--- src/rtl/regfile_access_sched_if.sv ---
// Request/grant bundle between the L and R requesters and the regfile access scheduler,
// together with the slice control lines the scheduler drives.
interface regfile_access_sched_if #(
   parameter int NREGS = 14,
   parameter int IDX_W = 4
);
   logic             l_req;
   logic [IDX_W-1:0] l_idx;
   logic             l_we;
   logic             l_gnt;
   logic             l_rvalid;

   logic             r_req;
   logic [IDX_W-1:0] r_idx;
   logic             r_we;
   logic             r_gnt;
   logic             r_rvalid;

   logic             swap_af;
   logic             swap_exx;

   logic [NREGS-1:0] regsel;
   logic             pc_wr;
   logic             reg_wr;
   logic             r_p;

   modport master (
      output l_req, l_idx, l_we, r_req, r_idx, r_we, swap_af, swap_exx,
      input  l_gnt, l_rvalid, r_gnt, r_rvalid, regsel, pc_wr, reg_wr, r_p
   );

   modport slave (
      input  l_req, l_idx, l_we, r_req, r_idx, r_we, swap_af, swap_exx,
      output l_gnt, l_rvalid, r_gnt, r_rvalid, regsel, pc_wr, reg_wr, r_p
   );
endinterface

--- src/rtl/regfile_access_sched.sv ---
// Arbitrates L (PC-side) and R (data-side) accesses onto a column of regfile slices.
// Define REGFILE_BANK_SWAP_EN to enable AF/EXX bank swapping of logical register indices.
module regfile_access_sched #(
   parameter int NREGS    = 14,
   parameter int IDX_W    = 4,
   parameter int TURN_CYC = 1
) (
   input logic                   eclk_i,
   input logic                   erst_n_i,
   regfile_access_sched_if.slave bus
);

   localparam logic [1:0]       S_IDLE    = 2'd0;
   localparam logic [1:0]       S_SPLIT   = 2'd1;
   localparam logic [1:0]       S_JOIN    = 2'd2;
   localparam logic [1:0]       S_TURN    = 2'd3;
   localparam logic [IDX_W:0]   NREGS_X   = (IDX_W+1)'(NREGS);
   localparam logic [1:0]       TURN_LAST = 2'(TURN_CYC - 1);

   function automatic logic [NREGS-1:0] onehot(input logic [IDX_W-1:0] idx);
      logic [NREGS-1:0] v;
      v = '0;
      for (int i = 0; i < NREGS; i++) begin
         if (idx == IDX_W'(i)) v[i] = 1'b1;
      end
      return v;
   endfunction

   function automatic logic in_file(input logic [IDX_W-1:0] idx);
      return {1'b0, idx} < NREGS_X;
   endfunction

   // AF/AF' live at 12/13, the EXX-swapped pairs at 6..11; a set bank bit flips the pair LSB.
   function automatic logic [IDX_W-1:0] phys_idx(input logic [IDX_W-1:0] idx,
                                                 input logic baf, input logic bexx);
      logic [IDX_W-1:0] p;
      p = idx;
      if (idx == IDX_W'(12) || idx == IDX_W'(13)) begin
         p[0] = idx[0] ^ baf;
      end else if (idx >= IDX_W'(6) && idx <= IDX_W'(11)) begin
         p[0] = idx[0] ^ bexx;
      end
      return p;
   endfunction

   logic bank_af;
   logic bank_exx;

`ifdef REGFILE_BANK_SWAP_EN
   logic bank_af_q;
   logic bank_exx_q;

   always_ff @(posedge eclk_i or negedge erst_n_i) begin
      if (!erst_n_i) begin
         bank_af_q  <= 1'b0;
         bank_exx_q <= 1'b0;
      end else begin
         if (bus.swap_af)  bank_af_q  <= ~bank_af_q;
         if (bus.swap_exx) bank_exx_q <= ~bank_exx_q;
      end
   end

   assign bank_af  = bank_af_q;
   assign bank_exx = bank_exx_q;
`else
   logic unused_swap;
   assign unused_swap = bus.swap_af ^ bus.swap_exx;
   assign bank_af     = 1'b0;
   assign bank_exx    = 1'b0;
`endif

   logic [1:0]       state_q, state_d;
   logic [1:0]       turn_q, turn_d;
   logic             rr_q, rr_d;
   logic             l_gnt_q, l_gnt_d;
   logic             r_gnt_q, r_gnt_d;
   logic             l_rd_q, l_rd_d;
   logic             r_rd_q, r_rd_d;
   logic             l_rvalid_q, l_rvalid_d;
   logic             r_rvalid_q, r_rvalid_d;
   logic [NREGS-1:0] regsel_q, regsel_d;
   logic             pc_wr_q, pc_wr_d;
   logic             reg_wr_q, reg_wr_d;
   logic             r_p_q, r_p_d;

   logic [IDX_W-1:0] l_pidx, r_pidx;
   logic             l_nat, r_nat;
   logic             l_pend, r_pend;
   logic             win_l;
   logic             grant_l, grant_r;

   // A requester still shows its old req during its own grant cycle, so that cycle is masked.
   always_comb begin
      l_pidx = phys_idx(bus.l_idx, bank_af, bank_exx);
      r_pidx = phys_idx(bus.r_idx, bank_af, bank_exx);
      l_nat  = l_pidx < IDX_W'(2);
      r_nat  = (r_pidx >= IDX_W'(2)) && in_file(r_pidx);
      l_pend = bus.l_req && !l_gnt_q;
      r_pend = bus.r_req && !r_gnt_q;
      win_l  = l_pend && (!r_pend || !rr_q);
   end

   always_comb begin
      state_d    = state_q;
      turn_d     = turn_q;
      rr_d       = rr_q;
      grant_l    = 1'b0;
      grant_r    = 1'b0;
      l_gnt_d    = 1'b0;
      r_gnt_d    = 1'b0;
      l_rd_d     = 1'b0;
      r_rd_d     = 1'b0;
      regsel_d   = '0;
      pc_wr_d    = 1'b0;
      reg_wr_d   = 1'b0;
      r_p_d      = 1'b0;
      l_rvalid_d = l_gnt_q && l_rd_q;
      r_rvalid_d = r_gnt_q && r_rd_q;

      case (state_q)
         S_IDLE, S_SPLIT: begin
            state_d = S_IDLE;
            if (l_pend && r_pend && l_nat && r_nat) begin
               state_d = S_SPLIT;
               grant_l = 1'b1;
               grant_r = 1'b1;
            end else if (l_pend && !r_pend && l_nat) begin
               state_d = S_SPLIT;
               grant_l = 1'b1;
            end else if (r_pend && !l_pend && r_nat) begin
               state_d = S_SPLIT;
               grant_r = 1'b1;
            end else if (l_pend || r_pend) begin
               state_d = S_JOIN;
               grant_l = win_l;
               grant_r = !win_l;
               r_p_d   = 1'b1;
            end
         end
         S_JOIN: begin
            state_d = S_TURN;
            turn_d  = TURN_LAST;
            r_p_d   = 1'b1;
         end
         default: begin
            // Bus stays joined with every select low until the turnaround count expires.
            if (turn_q != 2'd0) begin
               turn_d = turn_q - 2'd1;
               r_p_d  = 1'b1;
            end else begin
               state_d = S_IDLE;
            end
         end
      endcase

      if (grant_l) begin
         l_gnt_d  = 1'b1;
         l_rd_d   = !bus.l_we;
         regsel_d = regsel_d | onehot(l_pidx);
         pc_wr_d  = bus.l_we && in_file(l_pidx);
      end
      if (grant_r) begin
         r_gnt_d  = 1'b1;
         r_rd_d   = !bus.r_we;
         regsel_d = regsel_d | onehot(r_pidx);
         reg_wr_d = bus.r_we && in_file(r_pidx);
      end
      if ((grant_l && !rr_q) || (grant_r && rr_q)) begin
         rr_d = !rr_q;
      end
   end

   always_ff @(posedge eclk_i or negedge erst_n_i) begin
      if (!erst_n_i) begin
         state_q    <= S_IDLE;
         turn_q     <= 2'd0;
         rr_q       <= 1'b0;
         l_gnt_q    <= 1'b0;
         r_gnt_q    <= 1'b0;
         l_rd_q     <= 1'b0;
         r_rd_q     <= 1'b0;
         l_rvalid_q <= 1'b0;
         r_rvalid_q <= 1'b0;
         regsel_q   <= '0;
         pc_wr_q    <= 1'b0;
         reg_wr_q   <= 1'b0;
         r_p_q      <= 1'b0;
      end else begin
         state_q    <= state_d;
         turn_q     <= turn_d;
         rr_q       <= rr_d;
         l_gnt_q    <= l_gnt_d;
         r_gnt_q    <= r_gnt_d;
         l_rd_q     <= l_rd_d;
         r_rd_q     <= r_rd_d;
         l_rvalid_q <= l_rvalid_d;
         r_rvalid_q <= r_rvalid_d;
         regsel_q   <= regsel_d;
         pc_wr_q    <= pc_wr_d;
         reg_wr_q   <= reg_wr_d;
         r_p_q      <= r_p_d;
      end
   end

   assign bus.l_gnt    = l_gnt_q;
   assign bus.r_gnt    = r_gnt_q;
   assign bus.l_rvalid = l_rvalid_q;
   assign bus.r_rvalid = r_rvalid_q;
   assign bus.regsel   = regsel_q;
   assign bus.pc_wr    = pc_wr_q;
   assign bus.reg_wr   = reg_wr_q;
   assign bus.r_p      = r_p_q;

endmodule
--- src/flat_wrapper.sv ---
// flat-port wrapper written by rule: the top's interface ports become plain ports
module regfile_access_sched_flat 
#(
   parameter int NREGS    = 14,
   parameter int IDX_W    = 4,
   parameter int TURN_CYC = 1
)
  (eclk_i, erst_n_i, bus_l_req, bus_l_idx, bus_l_we, bus_r_req, bus_r_idx, bus_r_we, bus_swap_af, bus_swap_exx, bus_l_gnt, bus_l_rvalid, bus_r_gnt, bus_r_rvalid, bus_regsel, bus_pc_wr, bus_reg_wr, bus_r_p);
  regfile_access_sched_if #(.NREGS(NREGS), .IDX_W(IDX_W)) bus_i ();
  input logic eclk_i;
  input logic erst_n_i;
  input wire logic [$bits(bus_i.l_req)-1:0] bus_l_req;
  input wire logic [$bits(bus_i.l_idx)-1:0] bus_l_idx;
  input wire logic [$bits(bus_i.l_we)-1:0] bus_l_we;
  input wire logic [$bits(bus_i.r_req)-1:0] bus_r_req;
  input wire logic [$bits(bus_i.r_idx)-1:0] bus_r_idx;
  input wire logic [$bits(bus_i.r_we)-1:0] bus_r_we;
  input wire logic [$bits(bus_i.swap_af)-1:0] bus_swap_af;
  input wire logic [$bits(bus_i.swap_exx)-1:0] bus_swap_exx;
  output wire logic [$bits(bus_i.l_gnt)-1:0] bus_l_gnt;
  output wire logic [$bits(bus_i.l_rvalid)-1:0] bus_l_rvalid;
  output wire logic [$bits(bus_i.r_gnt)-1:0] bus_r_gnt;
  output wire logic [$bits(bus_i.r_rvalid)-1:0] bus_r_rvalid;
  output wire logic [$bits(bus_i.regsel)-1:0] bus_regsel;
  output wire logic [$bits(bus_i.pc_wr)-1:0] bus_pc_wr;
  output wire logic [$bits(bus_i.reg_wr)-1:0] bus_reg_wr;
  output wire logic [$bits(bus_i.r_p)-1:0] bus_r_p;
  assign bus_i.l_req = bus_l_req;
  assign bus_i.l_idx = bus_l_idx;
  assign bus_i.l_we = bus_l_we;
  assign bus_i.r_req = bus_r_req;
  assign bus_i.r_idx = bus_r_idx;
  assign bus_i.r_we = bus_r_we;
  assign bus_i.swap_af = bus_swap_af;
  assign bus_i.swap_exx = bus_swap_exx;
  assign bus_l_gnt = bus_i.l_gnt;
  assign bus_l_rvalid = bus_i.l_rvalid;
  assign bus_r_gnt = bus_i.r_gnt;
  assign bus_r_rvalid = bus_i.r_rvalid;
  assign bus_regsel = bus_i.regsel;
  assign bus_pc_wr = bus_i.pc_wr;
  assign bus_reg_wr = bus_i.reg_wr;
  assign bus_r_p = bus_i.r_p;
  regfile_access_sched #(.NREGS(NREGS), .IDX_W(IDX_W), .TURN_CYC(TURN_CYC)) u_core (.eclk_i(eclk_i), .erst_n_i(erst_n_i), .bus(bus_i));
endmodule
--- config.mk ---
export PLATFORM = sky130hd
export DESIGN_NAME = regfile_access_sched_flat
export DESIGN_NICKNAME = d
export VERILOG_FILES = /design/src/rtl/regfile_access_sched_if.sv /design/src/rtl/regfile_access_sched.sv /design/src/flat_wrapper.sv
export SDC_FILE = /design/constraint.sdc
export NUM_CORES = 1
export LEC_CHECK = 0
export ABC_CLOCK_PERIOD_IN_PS = 1600
export CORE_ASPECT_RATIO = 0.9
export CORE_UTILIZATION = 25
export DETAILED_ROUTE_END_ITERATION = 12
export HOLD_SLACK_MARGIN = 0.1
export PLACE_DENSITY_LB_ADDON = 0.08
export SYNTH_ARGS = -nofsm -noshare
export SYNTH_HDL_FRONTEND = slang
export SYNTH_SLANG_ARGS = --single-unit
--- constraint.sdc ---
create_clock -name eclk_i -period 1.6 [get_ports eclk_i]
set_input_delay 0.24 -clock eclk_i [delete_from_list [all_inputs] [get_ports eclk_i]]
set_output_delay 0.24 -clock eclk_i [all_outputs]
set_load 0.005 [all_outputs]
==> Word level (Yosys, flattened, before mapping) <==
Index checks and enable logic that the tools add are counted.
{ "totals": {"regBits": 28, "in_bits": 16, "output_inout_bits": 21, "elab_cells": 158} }
{ "op_classes": {"addsub": 1, "n_lt_le_gt_ge": 4, "eq_ne": 29, "mux": 74, "n_bitwise": 2, "n_reduce_logical": 35} }
{ "ops": {"columns": ["operator", "count"], "rows": [
  ["1-bit 2-to-1 mux", 63],
  ["4-bit equality test, second input constant", 12],
  ["4-bit by 3-bit equality test with 1-bit output, second input constant", 8],
  ["14-bit 2-to-1 mux", 2],
  ["1-bit logical AND", 17],
  ["4-bit by 2-bit equality test with 1-bit output, second input constant", 4],
  ["14-bit OR", 1],
  ["2-bit 2-to-1 mux", 6],
  ["4-bit by 1-bit equality test with 1-bit output, second input constant", 2],
  ["1-bit zero test", 8],
  ["4-bit zero test", 2],
  ["4-bit < comparator, second input constant", 2],
  ["2-bit one-hot mux with 2 select lines", 2],
  ["4-bit by 2-bit greater-or-equal comparator with 1-bit output, second input constant", 1],
  ["4-bit by 2-bit < comparator with 1-bit output, second input constant", 1],
  ["2-bit nonzero test", 2],
  ["1-bit logical OR", 3],
  ["3-bit != test, second input constant", 1],
  ["2-bit by 1-bit equality test with 1-bit output, second input constant", 1],
  ["2-bit equality test, second input constant", 1],
  ["2-bit zero test", 1],
  ["1-bit one-hot mux with 2 select lines", 1],
  ["2-bit AND reduction", 1],
  ["2-bit OR reduction", 1],
  ["2 further kinds", 2]
]} }

==> Depth between registers and ports, before layout <==
Gate-level depths: netlist of the first run.
{ "depth": {"ltp_word": 14, "ltp_mapped": 6, "mapped_depth_nobuf": 6} }

==> Worst setup path after synthesis of the first run <==
No wires, ideal clock.
{ "synth_timing": {"path_kind": "register -> register", "start": "register u_core.state_q[1]", "end": "register u_core.regsel_q[10] (netlist: u_core.bus.regsel[10])", "setup_time_ps": 82, "t_arrival_ps": 1534, "required_time_ps": 1518, "setup_slack_ps": -16, "stages_incl_launch_ff": 6, "n_path_buf": 1, "period_less_slack_ps": 1616, "path_cell_list": "dfrtp_1 buf_2 or3b_2 a21oi_1 nand3b_1 o22ai_1"} }
{ "synth_between": {"elab_chain_cells": 6, "word_cells_on_any_way": 8, "classes_between": "eq/ne (1); mux (4); bitwise (1); reduce/logical (2)"} }
{ "synth_lines": {"columns": ["item", "line", "source"], "rows": [
  ["start: declaration", "regfile_access_sched.sv:72", "logic [1:0] state_q, state_d;"],
  ["start signal: assignment", "regfile_access_sched.sv:189", "state_q <= state_d;"],
  ["2-bit by 1-bit equality test with 1-bit output or 2-bit zero test (tied branches)", "regfile_access_sched.sv:120", "case (state_q)"],
  ["2-bit OR reduction (*)", "regfile_access_sched.sv:120", null],
  ["1-bit 2-to-1 mux", "regfile_access_sched.sv:120", null],
  ["14-bit 2-to-1 mux", "regfile_access_sched.sv:156", "if (grant_l) begin"],
  ["14-bit OR", "regfile_access_sched.sv:165", "regsel_d = regsel_d | onehot(r_pidx);"],
  ["14-bit 2-to-1 mux (*)", "regfile_access_sched.sv:162", "if (grant_r) begin"],
  ["via u_core.regsel_d[10]", "regfile_access_sched.sv:81", "logic [NREGS-1:0] regsel_q, regsel_d;"],
  ["end signal: assignment", "regfile_access_sched.sv:198", "regsel_q <= regsel_d;"],
  ["end: declaration", "regfile_access_sched.sv:81", null]
]} }
Mark *: on every way through the listed nets, which the timed path passes. The rest lies on a longest branch.
A chain may end at the register's enable or synchronous reset.

==> Final worst setup path of the first run <==
{ "layout_timing": {"start": "register u_core.state_q[1]", "end": "register u_core.regsel_q[9] (netlist: u_core.bus.regsel[9])"} }
The elaborated chain is that of the path after synthesis.

==> out/results.tsv, run 1 <==
metric	value	unit
global-route wire length before repair	4790	µm
Post-synth EDFFs	0	
fraction of layout cells with a size suffix above 1	24.0	%
area of the multi-input gates	532	µm²
total grt overflow	0	
setup_tns	-247	ps
Avg Inst Size Synth	10.9	µm²
Worst Path Max Fanout	5	
Fmax achieved	604	MHz
Die Height	67.2	µm
crit path DAT	1840	ps
final net count	185	
Worst Setup Start Kind	flip-flop	
Design Area, Final	1890	µm²
share of flip-flops with an asynchronous set or reset	100	%
Via Count	1027	
fin. max-slew vios	0	
Slew @ Worst Pin	370	ps
max cap viols	0	
Final period util	103	%
fin util	42.2	%
CTS root buffer	clkbuf_8	
commonest non-fill, non-tap cells in the layout	clkdlybuf4s50_1, dfrtp_1, buf_4	
Post-DP HPWL	2250	µm
CTS Buf Count	3	
Leak Pwr	0.820	nW
Die Footprint	5010	µm²
PD cells	1150	nW/µm²
min cycle time layout	1650	ps
Die Width	74.5	µm
Post-Syn Area	1180	µm²
commonest non-fill, non-tap cell in the layout	clkdlybuf4s50_1	
vias in the first global route	1015	
Placer Congestion	0.819	
RSZ-0062 raised after global routing	true	
I/O pin count	37	
standard-cell row count	23	
Reg area	701	µm²
initial antenna violation count	0	
final hold vios	0	
flops & latches, synth	28	
VDD IR-drop max	0.509	mV
core area	4490	µm²
Worst Clk Skew	6.83	ps
WP data required	1790	ps
Slew HR	75.3	%
Worst-path clk slew	100	ps
CTS tree	built	
worst min path class	in -> async	
Clock H-tree levels	1	
clk buf depth	2	
First-pass DRT Iterations	4	
Area growth, synth to finish	60.2	%
Final WS setup	-54.4	ps
port bufs	34	
drt via density	4.48	
run status	finished with violations	
pin count of the biggest net entering global routing	29	
# DRC	0	
ANT cells	0	
antenna-violating nets left	0	
Filler Cells Inserted	437	
Mapped Cells	108	
final WL	3060	µm
Synth Warn #	0	
latest clock arrival within the worst-skew pair	280	ps
Avg WL per Cell	13.4	µm
Num Clock Sinks	28	
Power Total	2.18	mW
DR iter-0 viols	86	
starting density of the core	26.3	%
sequential cell area fraction in the yosys report	59.3	%
final setup vio count	9	
Cell variety after synth	28	
ys flop type	dfrtp_1	
synthesized net count	125	
worst setup path class	reg -> reg	
failing checks	setup timing	
placed cell area	1750	µm²
Worst Setup End Kind	flip-flop	
total track usage	12.9	%
cell usage after synthesis (2+ instances only):
| cell type | instances | area [µm²] |
|---|---|---|
| inv_1 | 3 | 11.3 |
| nor2b_1 | 2 | 12.5 |
| dfrtp_1 | 28 | 701 |
| o21ai_0 | 7 | 35.0 |
| nand2_1 | 11 | 41.3 |
| nor2_1 | 4 | 15.0 |
| and3_1 | 3 | 18.8 |
| nand2b_1 | 5 | 31.3 |
| nand3b_1 | 5 | 37.5 |
| nor3_1 | 2 | 10.0 |
| o22ai_1 | 14 | 87.6 |
| mux2_2 | 2 | 22.5 |
| a2bb2oi_1 | 2 | 17.5 |
| nand3_1 | 5 | 25.0 |
| and2_1 | 2 | 12.5 |
worst paths after layout:
path / from / endpoint / slack, ps / depth (start not counted)
max in group asynchronous: erst_n_i / u_core.bus.regsel[7]$_DFF_PN0_ / 980 / 2
max: u_core.state_q[1]$_DFFE_PN0P_ / u_core.bus.regsel[9]$_DFF_PN0_ / -50 / 4
min in group eclk_i: u_core.l_rd_q$_DFF_PN0_ / u_core.bus.l_rvalid$_DFF_PN0_ / 470 / 1
min: erst_n_i / u_core.bus.regsel[3]$_DFF_PN0_ / 340 / 2
max reg2reg: u_core.state_q[1]$_DFFE_PN0P_ / u_core.bus.regsel[9]$_DFF_PN0_ / -50 / 4
min reg2reg: u_core.l_rd_q$_DFF_PN0_ / u_core.bus.l_rvalid$_DFF_PN0_ / 470 / 1
registers in the layout, indices dropped and copies added, names as in the netlist:
name,flops
u_core.bus.reg_wr,1
u_core.state_q,2
u_core.bus.r_rvalid,1
u_core.turn_q,2
u_core.bus.l_gnt,1
u_core.bus.pc_wr,1
u_core.bus.r_gnt,1
u_core.bus.regsel,14
u_core.l_rd_q,1
u_core.r_rd_q,1
u_core.rr_q,1
u_core.bus.l_rvalid,1
u_core.bus.r_p,1
final cells by class:
type | instances | share of cell area, %
clock buffers | 3 | 2.18
flip-flops and latches | 28 | 37.0
inverters | 3 | 0.594
repair buffers | 56 | 26.5
well taps | 62 | 4.10
multi-input cells | 76 | 28.1
clock inverters | 1 | 1.59
worst max-delay path, cell delays in order (launching register included):
cell and delay, ps:
dfrtp_1 430, or4_4 440, o32ai_4 280, nand3b_1 190
o22ai_1 220
report_power, final:
| part | switching (mW) | internal, mW | total [mW] |
|---|---|---|---|
| Sequential | 0.0756 | 0.810 | 0.886 |
| Combinational | 0.318 | 0.422 | 0.740 |
| Clock | 0.224 | 0.335 | 0.559 |
layer usage:
metal / GRT usage (%) / up-vias / part of all wire [%] / routed length (µm)
li1: - / 508 / - / -
met1: 16.7 / 485 / 48 / 1460
met2: 21.5 / 30 / 46 / 1410
met3: 3.28 / 4 / 5.3 / 161
met4: 3.54 / 0 / 0.75 / 23
met5: 0 / - / 0 / 0
metrics by stage:
step	std cells	setup slack, ps	hold WS, ps
floorplan	108	51.3	-55.6
global placement	223	-485	440
detailed placement	223	-490	451
CTS	228	-56.6	344
global route	229	-152	354
finish	229	-54.4	335
cells by family (layout without fill, tap and decap cells):
| kind of cell | count (synthesis) | in the layout | share of synthesized area [%] |
|---|---|---|---|
| and+or+nand+nor | 46 | 46 | 21.6 |
| DFF | 28 | 28 | 59.3 |
| AOI/OAI and AO/OA | 27 | 27 | 14.8 |
| buffers and inverters | 4 | 63 | 1.38 |
| muxes | 2 | 2 | 1.90 |
| adders and majority gates | 1 | 1 | 1.06 |
what timing repair did:
action / CTS / global route
hold buffers: 0 / 0
gates cloned: 0 / 0
buffers inserted: 1 / 1
gates resized for setup: 10 / 4
pin swaps: 5 / 4
setup endpoints to repair: 16 / 18
No activity file was read; power rests on OpenSTA's default activity.
==> run 2, diff against run 1 <==
ABC_CLOCK_PERIOD_IN_PS = 1590   (was 1600)
HOLD_SLACK_MARGIN = 0.06   (was 0.1)
clock period = 1.59 ns   (was 1.6 ns; I/O delays follow)
==> run 2 against run 1 <==
Effect of this change: the flow still finishes with violations (setup timing); first-iteration DRC count did not move; final cell count did not move; via count did not move; clock-buffer cell count did not move; combinational power rose by 0.7%; register-to-register slack barely moved; sequential cell count did not move; wire length did not move; global-route usage did not move; utilization did not move; clock skew did not move; sequential power rose by 0.6%.
==> out/results.tsv, run 2 (synthesis results as in run 1) <==
metric	value	unit
Final period util	104	%
crit path DAT	1840	ps
max reg flops	14	
drt via density	4.48	
setup_tns	-352	ps
WP data required	1780	ps
worst min path class	in -> async	
worst setup path class	reg -> reg	
final net count	185	
core area	4490	µm²
VDD IR-drop max	0.512	mV
Via Count	1027	
Die Height	67.2	µm
Worst Clk Skew	6.83	ps
fraction of layout cells with a size suffix above 1	24.0	%
CTS root buffer	clkbuf_8	
commonest non-fill, non-tap cells in the layout	clkdlybuf4s50_1, dfrtp_1, buf_4	
pin count of the biggest net entering global routing	29	
Power Total	2.20	mW
Clock H-tree levels	1	
run status	finished with violations	
Worst-path clk slew	100	ps
ANT cells	0	
Filler Cells Inserted	437	
Num Clock Sinks	28	
Post-DP HPWL	2250	µm
final WL	3060	µm
port bufs	34	
vias in the first global route	1014	
worst r2r dst	u_core.bus.regsel[9]$_DFF_PN0_	
DR iter-0 viols	86	
Worst Setup SP	u_core.state_q[1]$_DFFE_PN0P_	
# DRC	0	
RSZ-0062 raised after global routing	true	
Avg WL per Cell	13.4	µm
final setup vio count	13	
total grt overflow	0	
CTS Hold Bufs	0	
I/O pin count	37	
commonest non-fill, non-tap cell in the layout	clkdlybuf4s50_1	
fin. max-slew vios	0	
Worst Setup Start Kind	flip-flop	
Leak Pwr	0.820	nW
Die Width	74.5	µm
internal reg-to-reg setup slack	-60	ps
First-pass DRT Iterations	4	
Final WS setup	-64.4	ps
total track usage	12.9	%
Slew @ Worst Pin	370	ps
Design Area, Final	1890	µm²
standard-cell row count	23	
PD cells	1160	nW/µm²
max cap viols	0	
failing checks	setup timing	
CTS tree	built	
clk buf depth	2	
placed cell area	1750	µm²
initial antenna violation count	0	
Slew HR	75.3	%
Worst Setup End Kind	flip-flop	
Area growth, synth to finish	60.2	%
min cycle time layout	1650	ps
global-route wire length before repair	4790	µm
Fmax achieved	604	MHz
Placer Congestion	0.819	
starting density of the core	26.3	%
Worst Path Max Fanout	5	
Die Footprint	5010	µm²
CTS Buf Count	3	
antenna-violating nets left	0	
final hold vios	0	
FF-to-FF Start	u_core.state_q[1]$_DFFE_PN0P_	
Worst Reg-to-Reg Cells	4	
latest clock arrival within the worst-skew pair	280	ps
[run 2: cell counts in the layout (fill, tap and decap cells not counted)]
No cell type changed its count.
[run 2: report_power, final]
part,total (mW),internal (mW),switching [mW],leakage [nW]
Combinational,0.745,0.424,0.320,0.406
Sequential,0.891,0.815,0.0761,0.378
Clock,0.562,0.337,0.225,0.0357
Total,2.20,1.58,0.622,0.820
[run 2: worst max-delay path, cell delays in order, from the launching register on]
cell and delay [ps]:
dfrtp_1 430, or4_4 440, o32ai_4 280, nand3b_1 190, o22ai_1 220
[run 2: per-layer routing]
metal	global-route usage, %	wire length (µm)	vias to the layer above
li1	-	-	508
met1	16.7	1460	485
met2	21.5	1410	30
met3	3.28	161	4
met4	3.54	23	0
met5	0	0	-
[run 2: stage by stage]
step	setup slack (ps)	instances	hold WS, ps	utilization (%)
3_5_place_dp	-498	223	451	39.0
4_1_cts	-66.6	228	343	41.6
3_3_place_gp	-493	223	440	39.0
5_1_grt	-162	229	353	42.2
2_1_floorplan	41.3	108	-57.1	-
6_report	-64.4	229	334	42.2
[run 2: cell type report]
| class | count | area, µm² | area share (%) |
|---|---|---|---|
| sequential | 28 | 701 | 37.0 |
| inverter | 3 | 11.3 | 0.594 |
| clock inverter | 1 | 30.0 | 1.59 |
| multi-input combinational | 76 | 532 | 28.1 |
| tap | 62 | 77.6 | 4.10 |
| timing repair buffer | 56 | 502 | 26.5 |
| clock buffer | 3 | 41.3 | 2.18 |
[run 2: worst max-delay path by stage]
stage                                      end  depth (start not counted)
2_1_floorplan  u_core.bus.regsel[10]$_DFF_PN0_                          5
3_3_place_gp    u_core.bus.regsel[9]$_DFF_PN0_                          5
3_5_place_dp    u_core.bus.regsel[9]$_DFF_PN0_                          5
4_1_cts         u_core.bus.regsel[9]$_DFF_PN0_                          4
5_1_grt         u_core.bus.regsel[2]$_DFF_PN0_                          4
6_report        u_core.bus.regsel[9]$_DFF_PN0_                          4
[run 2: repair_timing]
item / in CTS / in global routing
resized for setup: 10 / 4
pin swaps: 5 / 4
endpoints found under the hold margin: 0 / 0
buffers inserted: 1 / 1
setup endpoints to repair: 16 / 18
